## config.mk

```make
export PLATFORM = sky130hd
export DESIGN_NAME = bayer_demosaic_5x5_flat
export DESIGN_NICKNAME = d
export VERILOG_FILES = /design/src/rtl/bayer_demosaic_5x5_if.sv /design/src/rtl/bayer_demosaic_5x5.sv /design/src/flat_wrapper.sv
export SDC_FILE = /design/constraint.sdc
export NUM_CORES = 1
export LEC_CHECK = 0
export CORE_ASPECT_RATIO = 1.75
export CORE_UTILIZATION = 47
export CTS_CLUSTER_DIAMETER = 40
export CTS_CLUSTER_SIZE = 12
export DETAILED_ROUTE_END_ITERATION = 12
export GPL_TIMING_DRIVEN = 1
export PLACE_DENSITY = 0.74
export SYNTH_ARGS = -nofsm -noshare
export SYNTH_HDL_FRONTEND = slang
export SYNTH_SLANG_ARGS = --single-unit
```

## constraint.sdc

```tcl
create_clock -name clk -period 4.8 [get_ports clk]
set_input_delay 0.48 -clock clk [delete_from_list [all_inputs] [get_ports clk]]
set_output_delay 0.48 -clock clk [all_outputs]
set_load 0.01 [all_outputs]
```

## src/rtl/bayer_demosaic_5x5_if.sv

```systemverilog
// bayer_demosaic_5x5_if: window-in / RGB-out bus for the demosaic stage
interface bayer_demosaic_5x5_if #(parameter int DW = 8);
  logic in_valid;
  logic [3:0] bayer_state;
  logic [25*DW-1:0] win;
  logic bypass;
  logic out_valid;
  logic [DW-1:0] r_out;
  logic [DW-1:0] g_out;
  logic [DW-1:0] b_out;
  logic phase_err;
  modport master(output in_valid, bayer_state, win, bypass,
                 input out_valid, r_out, g_out, b_out, phase_err);
  modport slave(input in_valid, bayer_state, win, bypass,
                output out_valid, r_out, g_out, b_out, phase_err);
endinterface

```

## src/rtl/bayer_demosaic_5x5.sv

```systemverilog
// bayer_demosaic_5x5: 3-stage Malvar-He-Cutler 5x5 Bayer-to-RGB interpolator
module bayer_demosaic_5x5 #(parameter int DW = 8) (
  input logic clk,
  input logic rst_n,
  bayer_demosaic_5x5_if.slave bus
);
  localparam int NW = DW + 6;
  logic [DW-1:0] w [1:5][1:5];
  for (genvar r = 1; r <= 5; r++) begin : g_row
    for (genvar c = 1; c <= 5; c++) begin : g_col
      assign w[r][c] = bus.win[(5*(r-1)+(c-1))*DW +: DW];
    end
  end
  logic [DW:0] h1, v1, h2, v2;
  logic [DW+1:0] a, d;
  always_comb begin
    h1 = (DW+1)'(w[3][2]) + (DW+1)'(w[3][4]);
    v1 = (DW+1)'(w[2][3]) + (DW+1)'(w[4][3]);
    h2 = (DW+1)'(w[3][1]) + (DW+1)'(w[3][5]);
    v2 = (DW+1)'(w[1][3]) + (DW+1)'(w[5][3]);
    a = (DW+2)'(h1) + (DW+2)'(v1);
    d = (DW+2)'(w[2][2]) + (DW+2)'(w[2][4]) + (DW+2)'(w[4][2]) + (DW+2)'(w[4][4]);
  end
  logic [DW-1:0] s1_c;
  logic [DW:0] s1_h1, s1_v1, s1_h2, s1_v2;
  logic [DW+1:0] s1_a, s1_d;
  logic [3:0] s1_ph;
  logic s1_byp, s1_vld;
  always_ff @(posedge clk or negedge rst_n) begin
    if (!rst_n) begin
      s1_c <= '0;
      s1_h1 <= '0;
      s1_v1 <= '0;
      s1_h2 <= '0;
      s1_v2 <= '0;
      s1_a <= '0;
      s1_d <= '0;
      s1_ph <= '0;
      s1_byp <= 1'b0;
      s1_vld <= 1'b0;
    end else begin
      s1_c <= w[3][3];
      s1_h1 <= h1;
      s1_v1 <= v1;
      s1_h2 <= h2;
      s1_v2 <= v2;
      s1_a <= a;
      s1_d <= d;
      s1_ph <= bus.bayer_state;
      s1_byp <= bus.bypass;
      s1_vld <= bus.in_valid;
    end
  end
  // Numerators are 16x the interpolated value; shifts replace constant multiplies
  logic signed [NW-1:0] c_s, h1_s, v1_s, h2_s, v2_s, a_s, d_s, grb, hor, ver, opp;
  always_comb begin
    c_s = NW'(s1_c);
    h1_s = NW'(s1_h1);
    v1_s = NW'(s1_v1);
    h2_s = NW'(s1_h2);
    v2_s = NW'(s1_v2);
    a_s = NW'(s1_a);
    d_s = NW'(s1_d);
    grb = (c_s <<< 3) + (a_s <<< 2) - ((h2_s + v2_s) <<< 1);
    hor = (c_s <<< 3) + (c_s <<< 1) + (h1_s <<< 3) - (h2_s <<< 1) - (d_s <<< 1) + v2_s;
    ver = (c_s <<< 3) + (c_s <<< 1) + (v1_s <<< 3) - (v2_s <<< 1) - (d_s <<< 1) + h2_s;
    opp = (c_s <<< 3) + (c_s <<< 2) + (d_s <<< 2) - (h2_s + v2_s) - ((h2_s + v2_s) <<< 1);
  end
  logic signed [NW-1:0] s2_grb, s2_hor, s2_ver, s2_opp;
  logic [DW-1:0] s2_c;
  logic [3:0] s2_ph;
  logic s2_byp, s2_vld;
  always_ff @(posedge clk or negedge rst_n) begin
    if (!rst_n) begin
      s2_grb <= '0;
      s2_hor <= '0;
      s2_ver <= '0;
      s2_opp <= '0;
      s2_c <= '0;
      s2_ph <= '0;
      s2_byp <= 1'b0;
      s2_vld <= 1'b0;
    end else begin
      s2_grb <= grb;
      s2_hor <= hor;
      s2_ver <= ver;
      s2_opp <= opp;
      s2_c <= s1_c;
      s2_ph <= s1_ph;
      s2_byp <= s1_byp;
      s2_vld <= s1_vld;
    end
  end
  // Round to nearest, divide by 16, then saturate into [0, 2^DW-1]
  function automatic logic [DW-1:0] norm(input logic signed [NW-1:0] n);
    logic signed [NW-1:0] t;
    t = n + $signed(NW'(8));
    t = t >>> 4;
    return t[NW-1] ? '0 : (|t[NW-2:DW] ? '1 : t[DW-1:0]);
  endfunction
  logic [DW-1:0] n_grb, n_hor, n_ver, n_opp, r_nx, g_nx, b_nx;
  logic oh, raw, pe_nx;
  always_comb begin
    n_grb = norm(s2_grb);
    n_hor = norm(s2_hor);
    n_ver = norm(s2_ver);
    n_opp = norm(s2_opp);
    oh = s2_ph inside {4'b0001, 4'b0010, 4'b0100, 4'b1000};
    raw = s2_byp | ~oh;
    pe_nx = ~s2_byp & ~oh;
    r_nx = raw ? s2_c : s2_ph[0] ? s2_c : s2_ph[1] ? n_hor : s2_ph[2] ? n_ver : n_opp;
    g_nx = raw ? s2_c : (s2_ph[0] | s2_ph[3]) ? n_grb : s2_c;
    b_nx = raw ? s2_c : s2_ph[0] ? n_opp : s2_ph[1] ? n_ver : s2_ph[2] ? n_hor : s2_c;
  end
  always_ff @(posedge clk or negedge rst_n) begin
    if (!rst_n) begin
      bus.out_valid <= 1'b0;
      bus.r_out <= '0;
      bus.g_out <= '0;
      bus.b_out <= '0;
      bus.phase_err <= 1'b0;
    end else begin
      bus.out_valid <= s2_vld;
      bus.r_out <= r_nx;
      bus.g_out <= g_nx;
      bus.b_out <= b_nx;
      bus.phase_err <= pe_nx;
    end
  end
endmodule

```

## src/flat_wrapper.sv

```systemverilog
// flat-port wrapper written by rule: the top's interface ports become plain ports
module bayer_demosaic_5x5_flat 
#(parameter int DW = 8)
  (clk, rst_n, bus_in_valid, bus_bayer_state, bus_win, bus_bypass, bus_out_valid, bus_r_out, bus_g_out, bus_b_out, bus_phase_err);
  bayer_demosaic_5x5_if #(.DW(DW)) bus_i ();
  input logic clk;
  input logic rst_n;
  input wire logic [$bits(bus_i.in_valid)-1:0] bus_in_valid;
  input wire logic [$bits(bus_i.bayer_state)-1:0] bus_bayer_state;
  input wire logic [$bits(bus_i.win)-1:0] bus_win;
  input wire logic [$bits(bus_i.bypass)-1:0] bus_bypass;
  output wire logic [$bits(bus_i.out_valid)-1:0] bus_out_valid;
  output wire logic [$bits(bus_i.r_out)-1:0] bus_r_out;
  output wire logic [$bits(bus_i.g_out)-1:0] bus_g_out;
  output wire logic [$bits(bus_i.b_out)-1:0] bus_b_out;
  output wire logic [$bits(bus_i.phase_err)-1:0] bus_phase_err;
  assign bus_i.in_valid = bus_in_valid;
  assign bus_i.bayer_state = bus_bayer_state;
  assign bus_i.win = bus_win;
  assign bus_i.bypass = bus_bypass;
  assign bus_out_valid = bus_i.out_valid;
  assign bus_r_out = bus_i.r_out;
  assign bus_g_out = bus_i.g_out;
  assign bus_b_out = bus_i.b_out;
  assign bus_phase_err = bus_i.phase_err;
  bayer_demosaic_5x5 #(.DW(DW)) u_core (.clk(clk), .rst_n(rst_n), .bus(bus_i));
endmodule
```

==> results of run 1 <==
==> cell type report <==
class,count,area share
Clock buffer,17,0.0282
Clock inverter,15,0.0112
Inverter,239,0.0595
Multi-Input combinational cell,840,0.508
Sequential cell,154,0.255
Tap cell,320,0.0265
Timing Repair Buffer,178,0.111
==> worst max-delay path: cells and delay by family, from the launching register on <==
kind                       cells  cell delay (ns)
buffers and inverters          4             0.26
AOI/OAI and AO/OA              7             1.22
DFF                            1             0.40
adders and majority gates      6             2.52
xor gates and xnor gates       1             0.14
==> routing by layer <==
layer,vias to the layer above,GRT usage,wire [um]
met5,-,0,0
met4,0,0.140,1640
met3,78,0.0340,743
met2,188,0.462,16500
met1,4382,0.212,9610
li1,4449,-,-
==> placed cells by master, fill, tap and decap left out, types with 4 or more instances in the layout <==
master	instances
inv_1	239
nor3_1	5
a21oi_1	101
dfrtp_1	154
mux2_2	9
a21oi_2	10
clkbuf_16	17
fa_1	74
o21ai_1	5
clkdlybuf4s50_1	136
ha_1	148
a22o_1	8
buf_4	41
a21boi_1	4
a21o_1	37
and2_1	4
nor2_1	50
and3_1	19
o31ai_1	4
inv_8	6
xor2_1	46
a221oi_1	4
o21a_1	9
o21ai_0	37
nor2b_1	16
nand2b_1	9
o21bai_1	30
a22oi_1	5
mux2i_1	7
xnor2_1	98
nand3_1	12
ha_4	4
nand2_1	40
==> sequential cells by signal (all words and copies together), names as in the netlist, 10 cells and up <==
name and cells:
u_core.s1_a 10, u_core.s2_hor 11, u_core.s2_ver 11, u_core.s1_d 10
u_core.s2_grb 11, u_core.s2_opp 11
==> path summary, 6_finish.rpt <==
path | end | slack, ns | cells after the start
max in group asynchronous | u_core.s1_h2[4] | 3.78 | 2
max reg2reg | u_core.s2_ver[13] | 0.15 | 18
min | u_core.bus.r_out[6] | 0.008 | 1
min in group clk | u_core.s2_byp | 0.35 | 0
min reg2reg | u_core.s2_byp | 0.35 | 0
max | u_core.s2_ver[13] | 0.15 | 18
==> metrics by stage <==
step           hold WS [ns]  cells
6_report            0.00755   1763
5_1_grt              0.0771   1763
4_1_cts              0.0371   1761
3_5_place_dp          0.338   1729
3_3_place_gp          0.335   1729
2_1_floorplan         0.184   1243
==> cells by family (layout without fill, tap and decap cells) <==
logic type,Yosys count,count (layout),synth area share
buffers and inverters,249,449,0.0760
AO/OA/AOI/OAI,276,276,0.143
XOR/XNOR,147,147,0.105
adder cells (fa/ha/maj),231,231,0.281
AND/OR/NAND/NOR,170,170,0.0677
flip-flops,154,154,0.314
multiplexers,16,16,0.0139
==> what timing repair did <==
action | in CTS | in global routing
buffers inserted | 0 | 2
setup endpoints to repair | 2 | 14
pin swaps | 0 | 14
gates cloned | 0 | 0
resized for setup | 2 | 35
==> flow_summary_export.csv, run 1 <==
group,metric,value,unit
synthesis,synthArstFlopShare,1.00,
synthesis,yosysWarnings,0,
place,place_area,14300,sq um
route,finalWirelength,28500,um
clock_tree,cts_root_buf,"clkbuf_16",
grt,grt_pass1_wl,47800,um
grt,grt_max_degree,74,
setup_path,arrival,4.99,ns
synthesis,ys_ff_latch,154,
synthesis,syn_area_per_cell,9.89,sq um
cells_and_area,multi_input_area,7660,sq um
setup_path,crit_start,"u_core.s1_c[2]",
clock_tree,clock_sinks,154,
sta,finClkSkew,0.0110,ns
route,ant_nets,0,
synthesis,yosys-top-cells-area,"dfrtp_1, ha_1, fa_1, inv_1, xnor2_1",
route,drt-vias-per-instance,5.16,
setup_path,cp_slowest_cell,"fa_2",
sta,setup_viol,0,
cells_and_area,fillers,2251,
synthesis,synth.most_common_cell,"inv_1",
synthesis,netlist_area,12300,sq um
setup_path,cpMostUsedCell,"inv_1",
synthesis,synth_top_area_share,0.314,
setup_path,worstPathRequired,5.14,ns
route,drtIter0Drc,269,
cells_and_area,seqCellArea,3850,sq um
clock_tree,cts_buffers,17,
synthesis,ys.flop_type,"dfrtp_1",
cells_and_area,n_antenna_cell,0,
cells_and_area,area_growth,22.7,%
floorplanning,start_util,0.477,
clock_tree,cts_tree,"built",
place,io_buffers,137,
grt,grt-ovfl-total,0,
worst_hold_path,min_path_type,"input pin to asynchronous set/reset pin",
grt,grt_util_all_layers,0.230,
synthesis,synth_edf_count,0,
sta,rsz0062_at_grt,"true",
sta,fmax,0.215,GHz
setup_path,path_cells,"ha_2, inv_1, fa_2, inv_1, fa_1, fa_1, inv_1, fa_1, inv_1, ha_4, o21ai_2, a21boi_1, o21ai_1, a21o_1, a31oi_2, a311o_1, a21o_1, xor2_1",
synthesis,yosysSeqAreaShare,0.314,
route,firstDrtPassIters,4,
setup_path,r2r_start,"u_core.s1_c[2]",
route,wl_per_cell,16.2,um
run_status,status,"complete, no violations",
grt,antenna_found_initial,0,
clock_tree,clockBufferDepth,2,
synthesis,ys_types,53,
setup_path,cp-start-kind,"flip-flop",
sta,slew_viol_final,0,
sta,tns,0,ns
floorplanning,die-width,124,um
synthesis,syn-num-nets,1680,
cells_and_area,drive_above_1_share,0.0852,
route,drcViolationCount,0,
cells_and_area,final_area,15100,sq um
floorplanning,num_rows,78,
grt,grt_pass1_vias,10159,
route,vias,9097,
clock_tree,clock_latency,0.46,ns
sta,max_slew_margin,0.330,
synthesis,synth_top_area_cell,"dfrtp_1",
cells_and_area,fin_util,0.586,
setup_path,path_max_fanout,3,
job,maxCapViolCount,0,
place,hpwl,24300,um
sta,hold_viol,0,
clock_tree,clk_pin_slew_worst_paths,0.07,ns
place,pre_cts_ws,-0.000813,ns
synthesis,synth_commonest_cells,"inv_1, dfrtp_1, ha_1",
setup_path,worst-setup-path-type,"flip-flop to flip-flop",
sta,fin_ws,0.153,ns
setup_path,cp-end-kind,"flip-flop",
sta,period_minus_slack,4.65,ns
setup_path,max_stage_delay,0.55,ns
floorplanning,dieArea,26800,sq um
cells_and_area,final_nets,1867,
floorplanning,die_h,216,um
sta,worst_pin_slew,0.997,ns
clock_tree,h-tree-depth,4,
sta,post-route-period-util,0.968,
floorplanning,coreArea,25800,sq um
synthesis,synth_cells,1243,
place,place_congestion,0.870,
clock_tree,hold_buffers,0,
floorplanning,num_io_pins,234,
Power of run 1 is left out: the tool's default activity adds up to more than one toggle a clock period on the data nets, which glitch-free logic cannot reach.
==> run 2: changes to the inputs <==
==> constraint.sdc (replaced) <==
create_clock -name clk -period 4.8 [get_ports clk]
set_input_delay 0.48 -clock clk [delete_from_list [all_inputs] [get_ports clk]]
set_output_delay 0.48 -clock clk [all_outputs]
set_load 0.1 [all_outputs]
==> results of run 2 <==
The final DEF is identical to that of run 1; final timing and power are the same.
Power of run 2 is left out for the same reason.
